[src/rtl/uart_rx_cfg.sv]
// Runtime-configurable UART receiver: 2-FF synchroniser, mid-bit sampling,
// LSB-first deserialiser, valid/ready output with parity/frame/overrun flags.
module uart_rx_cfg #(
  parameter int unsigned ClksPerBit   = 868,
  parameter int unsigned DataWidthMax = 8
) (
  input  logic                    clk_i,
  input  logic                    rst_i,
  input  logic [4:0]              cfg_i,
  input  logic                    rx_i,
  output logic [DataWidthMax-1:0] rx_data_o,
  output logic                    rx_valid_o,
  input  logic                    rx_ready_i,
  output logic                    parity_err_o,
  output logic                    frame_err_o,
  output logic                    overrun_o,
  output logic                    busy_o
);

  localparam int unsigned CntW = $clog2(ClksPerBit);
  localparam int unsigned IdxW = 3;
  localparam logic [CntW-1:0] HalfTerm = CntW'(ClksPerBit / 2 - 1);
  localparam logic [CntW-1:0] FullTerm = CntW'(ClksPerBit - 1);

  typedef enum logic [2:0] {
    ST_IDLE,
    ST_START,
    ST_DATA,
    ST_PARITY,
    ST_STOP
  } state_t;

  state_t                  state;
  logic                    rx_meta;
  logic                    rx_s;
  logic                    rx_prev;
  logic [CntW-1:0]         cnt;
  logic [IdxW-1:0]         bit_idx;
  logic [IdxW-1:0]         last_data;
  logic [1:0]              stop_last;
  logic                    par_en;
  logic                    par_acc;
  logic                    perr;
  logic                    ferr;
  logic [DataWidthMax-1:0] data_q;

  // Config decode: index of last data bit and last stop bit (stop code 3 clamps to 3 stops)
  logic [IdxW-1:0] cfg_last_data_c;
  logic [1:0]      cfg_stop_last_c;
  assign cfg_last_data_c = IdxW'(cfg_i[4:3]) + IdxW'(4);
  assign cfg_stop_last_c = (cfg_i[2:1] == 2'b11) ? 2'd2 : cfg_i[2:1];

  // Synchroniser and previous-sample register for falling-edge detection
  always_ff @(posedge clk_i or posedge rst_i) begin
    if (rst_i) begin
      rx_meta <= 1'b1;
      rx_s    <= 1'b1;
      rx_prev <= 1'b1;
    end else begin
      rx_meta <= rx_i;
      rx_s    <= rx_meta;
      rx_prev <= rx_s;
    end
  end

  // Receive FSM with bit timing, deserialiser and registered output word
  always_ff @(posedge clk_i or posedge rst_i) begin
    if (rst_i) begin
      state        <= ST_IDLE;
      cnt          <= '0;
      bit_idx      <= '0;
      last_data    <= '0;
      stop_last    <= '0;
      par_en       <= 1'b0;
      par_acc      <= 1'b0;
      perr         <= 1'b0;
      ferr         <= 1'b0;
      data_q       <= '0;
      rx_data_o    <= '0;
      rx_valid_o   <= 1'b0;
      parity_err_o <= 1'b0;
      frame_err_o  <= 1'b0;
      overrun_o    <= 1'b0;
      busy_o       <= 1'b0;
    end else begin
      // Consumer handshake; a load later in this block takes priority
      if (rx_valid_o && rx_ready_i) begin
        rx_valid_o <= 1'b0;
      end

      case (state)
        ST_IDLE: begin
          if (rx_prev && !rx_s) begin
            state     <= ST_START;
            busy_o    <= 1'b1;
            cnt       <= '0;
            last_data <= cfg_last_data_c;
            stop_last <= cfg_stop_last_c;
            par_en    <= cfg_i[0];
          end
        end

        ST_START: begin
          if (cnt == HalfTerm) begin
            cnt <= '0;
            if (rx_s) begin
              state  <= ST_IDLE;
              busy_o <= 1'b0;
            end else begin
              state   <= ST_DATA;
              bit_idx <= '0;
              data_q  <= '0;
              par_acc <= 1'b0;
              perr    <= 1'b0;
              ferr    <= 1'b0;
            end
          end else begin
            cnt <= cnt + CntW'(1);
          end
        end

        ST_DATA: begin
          if (cnt == FullTerm) begin
            cnt             <= '0;
            data_q[bit_idx] <= rx_s;
            par_acc         <= par_acc ^ rx_s;
            if (bit_idx == last_data) begin
              bit_idx <= '0;
              state   <= par_en ? ST_PARITY : ST_STOP;
            end else begin
              bit_idx <= bit_idx + IdxW'(1);
            end
          end else begin
            cnt <= cnt + CntW'(1);
          end
        end

        ST_PARITY: begin
          if (cnt == FullTerm) begin
            cnt     <= '0;
            perr    <= par_acc ^ rx_s;
            bit_idx <= '0;
            state   <= ST_STOP;
          end else begin
            cnt <= cnt + CntW'(1);
          end
        end

        ST_STOP: begin
          if (cnt == FullTerm) begin
            cnt <= '0;
            if (bit_idx == IdxW'(stop_last)) begin
              state        <= ST_IDLE;
              busy_o       <= 1'b0;
              rx_data_o    <= data_q;
              parity_err_o <= perr;
              frame_err_o  <= ferr | ~rx_s;
              overrun_o    <= rx_valid_o & ~rx_ready_i;
              rx_valid_o   <= 1'b1;
            end else begin
              ferr    <= ferr | ~rx_s;
              bit_idx <= bit_idx + IdxW'(1);
            end
          end else begin
            cnt <= cnt + CntW'(1);
          end
        end

        default: begin
          state  <= ST_IDLE;
          busy_o <= 1'b0;
        end
      endcase
    end
  end

endmodule

[config.mk]
export PLATFORM = sky130hd
export DESIGN_NAME = uart_rx_cfg
export DESIGN_NICKNAME = d
export VERILOG_FILES = /design/src/rtl/uart_rx_cfg.sv
export SDC_FILE = /design/constraint.sdc
export NUM_CORES = 1
export LEC_CHECK = 0
export ABC_CLOCK_PERIOD_IN_PS = 2700
export CORE_ASPECT_RATIO = 0.7
export CORE_UTILIZATION = 57
export CTS_CLUSTER_DIAMETER = 120
export CTS_CLUSTER_SIZE = 40
export DETAILED_ROUTE_END_ITERATION = 16
export GPL_ROUTABILITY_DRIVEN = 0
export MAX_ROUTING_LAYER = met4
export PLACE_DENSITY_LB_ADDON = 0.1
export SYNTH_ARGS = -nofsm -noshare
export SYNTH_HDL_FRONTEND = slang
export SYNTH_SLANG_ARGS = --single-unit
export TNS_END_PERCENT = 1
[constraint.sdc]
create_clock -name clk_i -period 2.7 [get_ports clk_i]
set_clock_uncertainty 0.2 [all_clocks]
set_input_delay 0.675 -clock clk_i [delete_from_list [all_inputs] [get_ports clk_i]]
set_output_delay 0.675 -clock clk_i [all_outputs]
set_load 0.005 [all_outputs]
==> results.md <==
* EDFF count, synth at 0
* Slew Limit Fails at 0
* CTS tree: done
* Setup Crit Path Kind: flip-flop to flip-flop
* Initial antenna violation count at 0
* Req. time, crit path at 2.69 ns
* Die area at 4850 sq um
* Worst min-delay path startpoint: rx_meta
* CP max FO at 9
* Setup_tns at 0 ns
* Hold path cells at 0
* Pin count of the biggest net entering global routing at 50
* Critical path data arrival time at 2.42 ns
* Area leader, netlist: dfrtp_1
* Max IR drop VDD at 0.000637 V
* Ys flop type: dfrtp_1
* Minimum clock period at 2.43 ns
* # diodes at 0
* Reg2reg end: data_q[0]
* Worst reg2reg path startpoint: cnt[1]
* Largest family of logic cells by synthesized area: simple AND/OR/NAND/NOR gates
* Tightest Hold Check Type: flip-flop to flip-flop
* Synth Register Bits at 49
* Cts bufs inserted at 5
* Initial Util at 59.9%
* Port bufs at 21
* Critical path launch point: cnt[1]
* Deepest clock path buffer count at 2
* Hold bufs inserted after CTS at 0
* Fin crit share at 89.9%
* R2R cell count at 7
* DP HPWL at 3650 um
* CTS HTree Levels at 2
* Resized cells post-CTS at 0
* Syn_nets at 271
* Iteration-0 DRC count of the detailed router at 132
* Synth top area share at 44.2%
* Nets at 292
* Static leakage at 1.31 nW
* Critical path launch point type: flip-flop
* Xor/xnor share of the synthesized area at 2.02%
* Via count at 2000
* DRC viols at 0
* Layout cell share with drive strength beyond 1 at 13.9%
* Synthesized area at 2610 sq um
* Latest clock arrival within the worst-skew pair at 0.30 ns
* WL per Instance at 15.0 um
* Worst setup EP type: flip-flop
* CTS Root Cell: clkbuf_8
* Die H at 58.6 um
* Row Count at 20
* Vias per cell at 5.97
* CP delay by family, top: simple AND/OR/NAND/NOR gates
* DP Area at 2860 sq um
* Worst path max stage delay at 0.54 ns
* RSZ-0062 raised after global routing: no
* GRT Residual Overflow at 0
* Slew margin rel. at 64.2%
* Post-synthesis simple-gate area fraction at 20.5%
* Max cap viols at 0
* Yosys warning count at 0
* Post-CTS setup buffer count at 0
* Synth top area cells: dfrtp_1, mux2_2, nand2_1
* Num Clock Sinks at 49
* Worst hold endpoint: rx_s
* FFs w/ async S/R, synth at 100%
* Netlist cell types at 60
* Adder-cell share of the synthesized area at 1.44%
* Crit-path slowest cell: or4b_4
* Worst-path clk slew at 0.08 ns
* Core area at 4350 sq um
* Sequential share of the synthesized area at 47.2%
* Synth Area per Inst at 10.1 sq um
* Vias in the first global route at 1824
* Max Clk Rate at 0.412 GHz
* Detailed Route WL at 5010 um
* Status: complete, no violations
* I/O pin cnt at 22
* Area grow syn2layout at 13.2%
* DRT Pass-1 Iters at 6
* Design Area, Final at 2950 sq um
* First-pass GRT wire length at 8680 um
* Reg2reg setup slack at 0.27 ns
* Mapped Cells at 259
* Tightest Pin Transition at 0.537 ns
* Final Hold Vio Count at 0
* CP cell instances: inv_1 > ha_1 > nand4bb_1 > or4b_4 > a211oi_4 > nand2_1 > a21o_1
* Synth Area in Compound Gates at 19.3%
* Die width at 82.8 um
* Multiplexer area fraction after synthesis at 5.14%
* Final antenna-violating net count at 0
* Buf+Inv Stages, Crit Path at 1
* GRT Util Overall at 23.7%
* Pwr/cell area at 625 nW/um^2
* Final setup fails at 0
==> sequential cells by signal, indices dropped and copies added (netlist names) <==
name / cells
state: 3
parity_err_o: 1
par_acc: 1
rx_data_o: 8
bit_idx: 3
rx_s: 1
frame_err_o: 1
busy_o: 1
cnt: 10
rx_prev: 1
ferr: 1
par_en: 1
rx_valid_o: 1
perr: 1
data_q: 8
rx_meta: 1
last_data: 3
overrun_o: 1
stop_last: 2
==> per-layer routing <==
metal  vias to the layer above  wire, um  global-route usage [%]
met5                         -         0                       -
met4                         0        46                    5.91
met3                         7       259                    5.05
met2                        57      1990                    33.0
met1                       954      2720                    35.3
li1                        982         -                       -
==> power breakdown <==
part / internal (W) / total, W / switching [W]
combinational: 0.000212 / 0.000516 / 0.000304
sequential: 0.000812 / 0.000899 / 0.0000871
clock: 0.000204 / 0.000430 / 0.000226
==> Yosys cell counts (3+ instances only) <==
cell type	n
buf_2	3
xor2_1	3
inv_1	11
nor3b_1	4
nor3_1	4
a32oi_1	3
o211ai_1	3
dfrtp_1	46
a21oi_1	5
nand3_1	9
nand2_1	26
mux2_2	11
nand4_1	3
clkbuf_1	5
xnor2_1	3
a31oi_1	3
nor2b_1	4
nand2b_1	6
o21ai_0	19
o2bb2ai_1	3
o31ai_1	3
and3_1	4
dfstp_2	3
o21ai_1	5
ha_1	3
a21o_1	8
nor2_1	15
==> stage by stage <==
stage               cells  total power [W]  hold WS [ns]  setup slack, ns  util [%]
finish                335          0.00185         0.159            0.272      67.8
global route          335          0.00197         0.163            0.111      67.8
floorplan             259          0.00131         0.145            0.542         -
global placement      328          0.00141         0.147            0.307      65.8
detailed placement    328          0.00142         0.148            0.286      65.8
CTS                   335          0.00186         0.161            0.264      67.8
==> worst max-delay path by stage <==
stage | to | slack (ns) | cells after the start
5_1_grt | state[1] | 0.11 | 6
3_3_place_gp | data_q[0] | 0.31 | 7
3_5_place_dp | data_q[0] | 0.29 | 7
4_1_cts | data_q[0] | 0.26 | 7
2_1_floorplan | data_q[7] | 0.54 | 7
6_report | data_q[0] | 0.27 | 7
==> final cells by class <==
class,count,area (sq um)
Tap cell,55,68.8
Timing Repair Buffer,26,260
Multi-Input combinational cell,187,1260
Clock buffer,7,86.3
Fill cell,358,1400
Sequential cell,49,1230
Inverter,11,41.3
==> placed cells by master (no fill, tap or decap), types with 3 or more instances in the layout <==
master / synthesis / routed
a21o_1: 8 / 8
a21oi_1: 5 / 5
a31oi_1: 3 / 3
a32oi_1: 3 / 3
and3_1: 4 / 4
buf_4: 2 / 4
clkbuf_8: 0 / 6
clkdlybuf4s50_1: 0 / 21
dfrtp_1: 46 / 46
dfstp_2: 3 / 3
ha_1: 3 / 3
inv_1: 11 / 10
mux2_2: 11 / 11
nand2_1: 26 / 26
nand2b_1: 6 / 6
nand3_1: 9 / 9
nand4_1: 3 / 3
nor2_1: 15 / 15
nor2b_1: 4 / 4
nor3_1: 4 / 4
nor3b_1: 4 / 4
o211ai_1: 3 / 3
o21ai_0: 19 / 19
o21ai_1: 5 / 5
o2bb2ai_1: 3 / 3
o31ai_1: 3 / 3
xnor2_1: 3 / 3
xor2_1: 3 / 3
==> logic make-up (layout without fill, tap and decap cells) <==
group | Yosys count | count (layout)
flip-flops | 49 | 49
buffers and inverters | 23 | 44
adder cells (fa/ha/maj) | 3 | 3
XOR/XNOR | 6 | 6
multiplexers | 12 | 12
AO/OA/AOI/OAI | 71 | 71
AND/OR/NAND/NOR | 95 | 95
(Power assumes the default switching activity.)
